`config.mk`:
```
export PLATFORM = sky130hd
export DESIGN_NAME = rr_decoder_arbiter
export DESIGN_NICKNAME = d
export VERILOG_FILES = /design/src/rtl/arb_pkg.sv /design/src/rtl/rr_decoder_arbiter_decoder.sv /design/src/rtl/rr_decoder_arbiter.sv
export SDC_FILE = /design/constraint.sdc
export NUM_CORES = 1
export LEC_CHECK = 0
export CORE_MARGIN = 4
export CORE_UTILIZATION = 45
export CTS_CLUSTER_DIAMETER = 120
export DETAILED_ROUTE_END_ITERATION = 6
export PLACE_DENSITY = 0.76
export SETUP_SLACK_MARGIN = 0.02
export SYNTH_ARGS = -nofsm -noshare
export SYNTH_HDL_FRONTEND = slang
export SYNTH_SLANG_ARGS = --single-unit
```
`constraint.sdc`:
```
create_clock -name clk -period 6.5 [get_ports clk]
set_input_delay 1.625 -clock clk [delete_from_list [all_inputs] [get_ports clk]]
set_output_delay 1.625 -clock clk [all_outputs]
set_load 0.02 [all_outputs]
```
`src/rtl/arb_pkg.sv`:
```
// Shared types and constants for the round-robin arbiter.
// State encoding, hold counter width and an index helper.
package arb_pkg;

    typedef enum logic {
        IDLE  = 1'b0,
        GRANT = 1'b1
    } state_t;

    localparam int HOLD_W = 8;

    // Return the index one above idx, wrapping at the N-bit boundary.
    function automatic logic [7:0] wrap_inc(input logic [7:0] idx, input int n);
        logic [7:0] mask;
        mask = 8'((1 << n) - 1);
        return (idx + 8'd1) & mask;
    endfunction

endpackage

```
`src/rtl/rr_decoder_arbiter_decoder.sv`:
```
// N-bit to one-hot decoder with enable.
// Output is all zero while enable is low.
module DecoderNbit #(
    parameter int N = 3
) (
    input  logic [N-1:0]      a,
    input  logic              enable,
    output logic [2**N-1:0]   y
);

    // One-hot decode of a, gated by enable.
    always_comb begin
        y = '0;
        if (enable) begin
            y[a] = 1'b1;
        end
    end

endmodule

```
`src/rtl/rr_decoder_arbiter.sv`:
```
// Round-robin arbiter for 2**N requesters with bounded hold time.
// One-hot grant comes from the shared N-bit decoder.
module rr_decoder_arbiter
    import arb_pkg::*;
#(
    parameter int N        = 3,
    parameter int MAX_HOLD = 8
) (
    input  logic              clk,
    input  logic              rst_n,
    input  logic [2**N-1:0]   req,
    input  logic              release_i,
    output logic [2**N-1:0]   gnt,
    output logic [N-1:0]      gnt_idx,
    output logic              gnt_valid,
    output logic              timeout
);

    localparam int R = 2**N;
    localparam logic [HOLD_W-1:0] HOLD_LAST = HOLD_W'(MAX_HOLD - 1);

    state_t             state;
    logic [N-1:0]       ptr;
    logic [HOLD_W-1:0]  hold_cnt;

    logic               found;
    logic [N-1:0]       pick;
    logic [N-1:0]       cand;

    logic               cause_drop;
    logic               cause_rel;
    logic               cause_hold;
    logic               grant_end;
    logic [N-1:0]       next_ptr;

    // Rotating search: first set request at or above ptr, modulo R.
    always_comb begin
        found = 1'b0;
        pick  = ptr;
        cand  = ptr;
        for (int i = 0; i < R; i++) begin
            cand = ptr + N'(i);
            if (!found && req[cand]) begin
                found = 1'b1;
                pick  = cand;
            end
        end
    end

    // Grant end causes; drop and release take precedence over timeout.
    always_comb begin
        cause_drop = !req[gnt_idx];
        cause_rel  = release_i;
        cause_hold = (hold_cnt == HOLD_LAST);
        grant_end  = cause_drop || cause_rel || cause_hold;
        next_ptr   = N'(wrap_inc(8'(gnt_idx), N));
    end

    // Arbitration FSM with registered timeout pulse.
    always_ff @(posedge clk or negedge rst_n) begin
        if (!rst_n) begin
            state    <= IDLE;
            ptr      <= '0;
            gnt_idx  <= '0;
            hold_cnt <= '0;
            timeout  <= 1'b0;
        end else begin
            timeout <= 1'b0;
            unique case (state)
                IDLE: begin
                    if (found) begin
                        gnt_idx  <= pick;
                        hold_cnt <= '0;
                        state    <= GRANT;
                    end
                end
                GRANT: begin
                    if (grant_end) begin
                        ptr     <= next_ptr;
                        state   <= IDLE;
                        timeout <= cause_hold && !cause_drop && !cause_rel;
                    end else begin
                        hold_cnt <= hold_cnt + HOLD_W'(1);
                    end
                end
                default: state <= IDLE;
            endcase
        end
    end

    assign gnt_valid = (state == GRANT);

    DecoderNbit #(
        .N(N)
    ) u_dec (
        .a      (gnt_idx),
        .enable (gnt_valid),
        .y      (gnt)
    );

endmodule
```
; ---- Word-level counts from Yosys, hierarchy flattened
; Index checks and enable logic that the tools add are counted.
[word_totals]
reg_bits = 16
inputBits = 11
output_inout_bits = 13
wordCells = 96
[op_classes]
add_sub_neg = 9
n_lt_le_gt_ge = 10
eq_ne = 3
mux = 44
bitwise_logic = 1
n_reduce_logical = 24
[ops]
columns = cell, count
row1 = $lt A3 B4 Y1 const B, 9
row2 = $bmux W1 S3, 9
row3 = $mux W8, 3
row4 = $mux W1, 22
row5 = $mux W3, 7
row6 = $pmux W8 S2, 1
row7 = $add A3 B3 Y3 const B, 4
row8 = $logic_and A1 B1 Y1, 10
row9 = $logic_not A1 Y1, 9
row10 = $add A8 B1 Y8 const B, 1
row11 = $eq A8 B3 Y1 const B, 1
row12 = $add A3 B1 Y3 const B, 2
row13 = $add A3 B2 Y3 const B, 2
row14 = $reduce_and A2 Y1, 3
row15 = $ne A2 B2 Y1 const B, 2
row16 = $demux W1 S3, 1
row17 = $ge A3 B1 Y1 const B, 1
row18 = $logic_or A1 B1 Y1, 2
row19 = $pmux W1 S2, 1
row20 = $not A1 Y1, 1

; ---- Logic depth before layout (Yosys ltp)
[depth]
depth_word = 26
mapped_depth = 11
mapped_depth_nobuf = 8

; ---- Cells and area by module
; A second synthesis with hierarchy kept.
[hier_totals]
cells_unflattened = 175
area_unflattened_um2 = 1790.5
[by_module_without_submodules]
columns = module, n_inst, cells_per_inst, area_per_inst_um2, seq_area_each_um2
row1 = rr_decoder_arbiter, 1, 167, 1694.1, 400.4
row2 = DecoderNbit, 1, 8, 96.3, 0.0

; ---- Worst setup path after synthesis
; Ideal clock, no wire load.
[synth_path]
path_type = input to register
startpoint = input req[5]
endpoint = register gnt_idx[1]
setup_ns = 0.141
arrival_ns = 3.470
t_required_ns = 6.359
path_slack_ns = 2.890
cell_stages = 6
path_buffers = 0
cell_sequence = mux4_1 mux2_2 or3_4 o41ai_1 a2111o_1 o211ai_1
[synth_between]
elab_chain_len = 25
elab_cells_between_ends = 46
classes_between = mux (31) / reduce/logical (15)
[synth_rtl]
columns = element, line
row1 = "start, declared", rr_decoder_arbiter.sv:11  ; input logic [2**N-1:0] req,
row2 = $bmux W1 S3, rr_decoder_arbiter.sv:43  ; if (!found && req[cand]) begin
row3 = $mux W1 (not written as such), rr_decoder_arbiter.sv:43
row4 = $mux W1, rr_decoder_arbiter.sv:43
row5 = $logic_not A1 Y1, rr_decoder_arbiter.sv:43
row6 = $logic_and A1 B1 Y1, rr_decoder_arbiter.sv:43
row7 = $mux W1, rr_decoder_arbiter.sv:43
row8 = $logic_not A1 Y1, rr_decoder_arbiter.sv:43
row9 = $logic_and A1 B1 Y1, rr_decoder_arbiter.sv:43
row10 = [... 9 more ...], -
row11 = $mux W1, rr_decoder_arbiter.sv:43
row12 = $logic_not A1 Y1, rr_decoder_arbiter.sv:43
row13 = $logic_and A1 B1 Y1, rr_decoder_arbiter.sv:43
row14 = $mux W1, rr_decoder_arbiter.sv:43
row15 = $logic_not A1 Y1, rr_decoder_arbiter.sv:43
row16 = $logic_and A1 B1 Y1, rr_decoder_arbiter.sv:43
row17 = $mux W1, rr_decoder_arbiter.sv:43
row18 = $reduce_and A2 Y1 (no line), -
row19 = "end signal, assigned", rr_decoder_arbiter.sv:72  ; gnt_idx <= pick;
row20 = "end, declared", rr_decoder_arbiter.sv:14  ; output logic [N-1:0] gnt_idx,
; Parallel ways exist; a longest one is shown, timed or not. The select of a mux whose other input is x is not followed.
; A chain may end at the register's enable or synchronous reset.

; ---- Worst setup path after layout
; Ends and elaborated chain as after synthesis.

==> impl_metrics.toml <==
[outcome]
outcome = "complete, no violations"

[synth]
synth-seq-cells = 16
synth_area_sq_mm = 0.00184
syn_area_per_cell_sq_um = 9.60
synth-edff-count = 0
synth_common_cells = "nor2_1, nand2_1, dfrtp_1, mux2i_1, mux4_2"
yosysTopAreaCellShare = 0.217
synth-adder-area-share = 0.0272
yosysWarnings = 0
synthMuxAreaShare = 0.319
synthSimpleGateAreaFrac = 0.185
async_reset_ff_frac = 1.00
synthTopCellsByArea = "dfrtp_1, mux4_2, mux2i_1, nor2_1, nand2_1"
synth-compound-area-share = 0.161
synth_seq_area_share = 0.217
ys.flop_type = "dfrtp_1"
syn_inst = 192
synth_largest_area_cell = "dfrtp_1"
synth.most_common_cell = "nor2_1"
ys_types = 54
synth_xor_area_frac = 0.0468
syn_nets = 207
synth_top_family_by_area = "multiplexers"

[timing]
slew_headroom = 0.282
setup_slack_ns = 2.36
max_freq_mhz = 241
maxSlewViolCount = 0
hold_ws_ns = 0.514
finalWorstPathRequiredPeriod_ns = 4.14
finalHoldViolations = 0
skew_ns = 0.00180
setup_violations = 0
tightest_slew_ns = 1.08
tns_ns = 0
rsz0062_at_grt = "no"
period_share = 0.637

[clock_network]
cts_root_buf = "clkbuf_8"
clock_path_buffers = 2
clock_sinks = 16
clkTransAtPathRegs_ns = 0.06
cts_max_level = 1
insertion_delay_ns = 0.25
numCtsBuffers = 3
cts_setup_buffers = 0
cts_hold_buf = 0
cts_resized = 0
cts_tree = "built"

[floorplan]
initial_utilization = 0.485
core-area_sq_mm = 0.00380
die_area_sq_mm = 0.00518
fp.dieH_um = 72.0
io_pins = 24
rows = 22
die_w_um = 72.0

[route]
drc = 0
wl_met3_um = 333
top_layer = "met4"
route.met2.wl_um = 2080
wirelength_um = 4490
post_drt_wl_per_cell_um = 17.6
via_count = 1635
route.detailed.vias_per_inst = 6.39
ant_nets = 0
drt-pass1-iter-count = 4
drtIter0Drc = 149
wl_met1_um = 2030

[worst_setup_path]
critPathMaxFanout = 8
crit_path_end_kind = "flip-flop"
arrival_ns = 4.26
critPathRequiredTime_ns = 6.61
start_kind = "input port"
worstSetupPathType = "in2reg"

[global_route]
grt_use_total = 0.179
grt_pass1_wl_um = 7470
grt_pass1_vias = 1487
antenna_found_initial = 0
gr-total-overflow = 0
grt_max_degree = 24

[place]
gp_congestion = 0.884
dpl.cell_count = 252
hpwl_um = 3420
pre_cts_slack_ns = 2.13
io_buffers = 23

[finish]
n_fill_cell = 341
areaGrowthSynthToFinish_pct = 15.5
multi_input_area_sq_mm = 0.00136
drive_gt1_frac = 0.154
seq_area_sq_um = 400
instances_no_fill = 256
layout.nets = 224
antenna_cells = 0

[power_and_ir_drop]
leakage_nw = 0.850
p_comb_frac = 0.736
p_sw_mw = 0.615
powerDensity_mw_per_mm2 = 569
p_int_mw = 0.596
p_sw_frac = 0.508
p_seq_frac = 0.191
clkPwrFrac = 0.073
ir_drop_v = 0.000417

[flow_run]
cap_violations = 0

[hold_path]
hp-class = "reg2reg"
## placed cells by master, fill, tap and decap left out, types with 4 or more instances in the layout
master / count
clkdlybuf4s50_1: 23
mux2i_1: 16
mux4_2: 13
clkbuf_8: 4
ha_1: 4
nand2_1: 20
nand3_1: 6
dfrtp_1: 16
mux2_2: 5
nor2_1: 21
a21oi_1: 4
o21ai_0: 4
xor2_1: 6
nand4_1: 4
inv_1: 5
nor3_1: 6
## worst max-delay path: stages
cell and delay, ns:
clkdlybuf4s50_1 0.54, mux4_1 0.64, mux2_2 0.35, or3_4 0.41, o41ai_1 0.44, a2111o_1 0.15
o211ai_1 0.09
## state kept, by name, summed over array words and instances (netlist names)
register / count
gnt_idx: 3
gnt_valid: 1
hold_cnt: 8
ptr: 3
timeout: 1
## cell type report
| class | instances | area share |
|---|---|---|
| clock buffer | 4 | 0.0259 |
| tap | 48 | 0.0282 |
| sequential | 16 | 0.188 |
| multi-input combinational | 159 | 0.639 |
| inverter | 6 | 0.0106 |
| timing repair buffer | 23 | 0.108 |
## stage by stage
stage          cell area, sq um  total power [mW]   util
2_1_floorplan              1840             0.918      -
3_3_place_gp               2070              1.11  0.546
3_5_place_dp               2070              1.12  0.546
4_1_cts                    2130              1.21  0.561
5_1_grt                    2130              1.30  0.561
6_report                   2130              1.21  0.561
## routing by layer
metal  track usage  vias to the layer above
li1              -                      780
met1         0.266                      785
met2         0.277                       66
met3        0.0305                        4
met4        0.0271                        0
met5             0                        -
## path summary, 6_finish.rpt
kind	cells past startpoint	start	slack, ns	end
setup / recovery	7	req[5]	2.36	gnt_idx[1]$_DFFE_PN0P_
hold / removal	1	hold_cnt[0]$_DFFE_PN0P_	0.51	hold_cnt[0]$_DFFE_PN0P_
setup reg to reg	8	ptr[0]$_DFFE_PN0P_	2.58	gnt_idx[1]$_DFFE_PN0P_
hold reg to reg	1	hold_cnt[0]$_DFFE_PN0P_	0.51	hold_cnt[0]$_DFFE_PN0P_
max in group asynchronous	1	rst_n	4.27	gnt_idx[0]$_DFFE_PN0P_
min in group asynchronous	1	rst_n	1.79	hold_cnt[4]$_DFFE_PN0P_
## kinds of logic (layout without fill, tap and decap cells)
| kind of cell | Yosys count | after routing |
|---|---|---|
| AOI/OAI and AO/OA | 35 | 35 |
| adders and majority gates | 4 | 4 |
| DFF | 16 | 16 |
| muxes | 39 | 39 |
| xor gates and xnor gates | 9 | 9 |
| buffers and inverters | 17 | 33 |
| and+or+nand+nor | 72 | 72 |
## power by group through the flow
stage	sequential, mW	combinational, mW	clock [mW]
finish	0.231	0.892	0.0880
global route	0.240	0.964	0.0945
CTS	0.231	0.888	0.0903
detailed placement	0.232	0.883	0
floorplan	0.168	0.750	0
global placement	0.231	0.878	0
(Power assumes the default switching activity.)
==> RTL edit (same flow settings) <==
`N` is set to 3 in 2 places; all go to 5.
--- a/src/rtl/rr_decoder_arbiter_decoder.sv
+++ b/src/rtl/rr_decoder_arbiter_decoder.sv
@@ -3,3 +3,3 @@
 module DecoderNbit #(
-    parameter int N = 3
+    parameter int N = 5
 ) (
--- a/src/rtl/rr_decoder_arbiter.sv
+++ b/src/rtl/rr_decoder_arbiter.sv
@@ -5,3 +5,3 @@
 #(
-    parameter int N        = 3,
+    parameter int N        = 5,
     parameter int MAX_HOLD = 8
Interface: changed (resized gnt, gnt_idx and req); port bits go from 24 to 74. No check against the original RTL was run, so the function may have changed too.
==> RTL edit against the unedited design <==
Register-to-register slack worse by 1.6 ns. Critical path depth up 5. Worst setup slack worse by 2.0 ns. Area after synthesis rose to 4.2 times the old value. Sequential cell count up 4. Design area rose to 4.1 times the old value. Highest routed layer unchanged. Core utilization down 3.3 points. Routed wire length rose to 6.6 times the old value.
Power is left out: the tool's default activity adds up to more than one toggle a clock period on the data nets, which glitch-free logic cannot reach.
==> RTL edit: results (changes against the unedited design) <==
RUN_STATUS='finished clean'  # unchanged
GRT_MAX_DEGREE=77  # was 24
DRT-TOTAL-WL_UM=29800  # was 4490 um
SYNTH_COMMONEST_CELLS='sky130_fd_sc_hd__nor2_1, sky130_fd_sc_hd__mux4_2, sky130_fd_sc_hd__mux2i_1'  # was sky130_fd_sc_hd__nor2_1, sky130_fd_sc_hd__nand2_1, sky130_fd_sc_hd__dfrtp_1, sky130_fd_sc_hd__mux2i_1, sky130_fd_sc_hd__mux4_2
POST_SYNTH_XOR_XNOR_AREA_PCT=4.37  # was 4.68%
CRITICAL_PATH.SLOWEST_CELL='sky130_fd_sc_hd__or4_4'  # was sky130_fd_sc_hd__mux4_1
FIRSTDRTPASSITERS=6  # was 4
MAX_SLEW.WORST_PIN.SLEW_NS=1.12  # was 1.08 ns
CP_MAX_FO=12  # was 8
SYNTH_COMPOUND_AREA_SHARE_PCT=20.1  # was 16.1%
VIAS_PER_CELL=7.22  # was 6.39
POSTSYNTHNETCOUNT=963  # was 207
CRITPATHTOPFAMILY='simple AND/OR/NAND/NOR gates'  # was multiplexers
DP_HPWL_UM=22800  # was 3420 um
FRACTION_OF_LAYOUT_INSTANCES_USING_A_DRIVE_STRENGTH_ABOVE_1_PCT=18.9  # was 15.4%
DETAILEDROUTE.FIRSTITERATIONVIOLATIONS=1235  # was 149
PLACE.GP.CONGESTION=1.09  # was 0.884
YS_SEQ_AREA_SHARE_PCT=6.47  # was 21.7%
GR-USAGE-ALL-LAYERS_PCT=29.8  # was 17.9%
GLOBAL_ROUTE_WIRE_LENGTH_BEFORE_REPAIR_UM=46300  # was 7470 um
CLOCK_ROOT_BUFFER_MASTER='sky130_fd_sc_hd__clkbuf_16'  # was sky130_fd_sc_hd__clkbuf_8
NUM-NETS-FINAL=1014  # was 224
POST-CTS-SETUP-BUFFER-COUNT=0  # unchanged
VIAS_IN_THE_FIRST_GLOBAL_ROUTE=8121  # was 1,487
FINAL.SETUP_SKEW_NS=0.00316  # was 0.00180 ns
SYNTHDISTINCTLIBCELLS=81  # was 54
NUMPORTBUFFERS=73  # was 23
LARGESTREGISTERS='hold_cnt x8, gnt_idx x5, ptr x5'  # was hold_cnt x8, gnt_idx x3, ptr x3
[RTL edit: changes by cell type in the layout (fill, tap and decap cells not counted), sizes merged, moves of 19 or more]
cell / unedited run / this run
a21oi: 4 / 53
buf: 0 / 36
o21ai: 5 / 41
inv: 6 / 42
mux4: 14 / 91
nand3: 6 / 30
xnor2: 3 / 31
clkdlybuf4s50: 23 / 73
nor2: 22 / 96
mux2: 9 / 28
mux2i: 16 / 83
nand2: 20 / 75
[RTL edit: through the flow]
step / setup WS [ns] / hold WS, ns / area, um2 / instances
after floorplan: 0.733 / 0.485 / 7740 / 911
after global placement: 0.265 / 0.513 / 8740 / 1177
after detailed placement: 0.156 / 0.523 / 8740 / 1177
after CTS: 0.405 / 0.536 / 8820 / 1181
after global routing: 0.187 / 0.554 / 8820 / 1181
final: 0.347 / 0.533 / 8820 / 1181
[RTL edit: worst paths after layout]
check	cells past startpoint	startpoint	slack (ns)	end
max	12	req[24]	0.35	gnt_idx[1]
min	1	hold_cnt[0]	0.53	hold_cnt[0]
max reg2reg	15	ptr[1]	0.94	gnt_idx[1]
min reg2reg	1	hold_cnt[0]	0.53	hold_cnt[0]
max in group asynchronous	1	rst_n	4.00	ptr[1]
min in group asynchronous	1	rst_n	1.87	gnt_idx[4]
[RTL edit: routing by layer]
| layer | track usage (%) | up-vias | wire length [um] |
|---|---|---|---|
| li1 | - | 3659 | - |
| met1 | 39.2 | 3979 | 10900 |
| met2 | 47.1 | 738 | 13100 |
| met3 | 5.00 | 149 | 3710 |
| met4 | 15.7 | 0 | 2110 |
| met5 | 0 | - | 0 |
[RTL edit: final cells by class]
type	count	area, um2
Multi-Input combinational cell	781	6770
Timing Repair Buffer	109	1010
Fill cell	1556	7890
Inverter	47	176
Clock buffer	4	78.8
Sequential cell	20	507
Tap cell	220	275
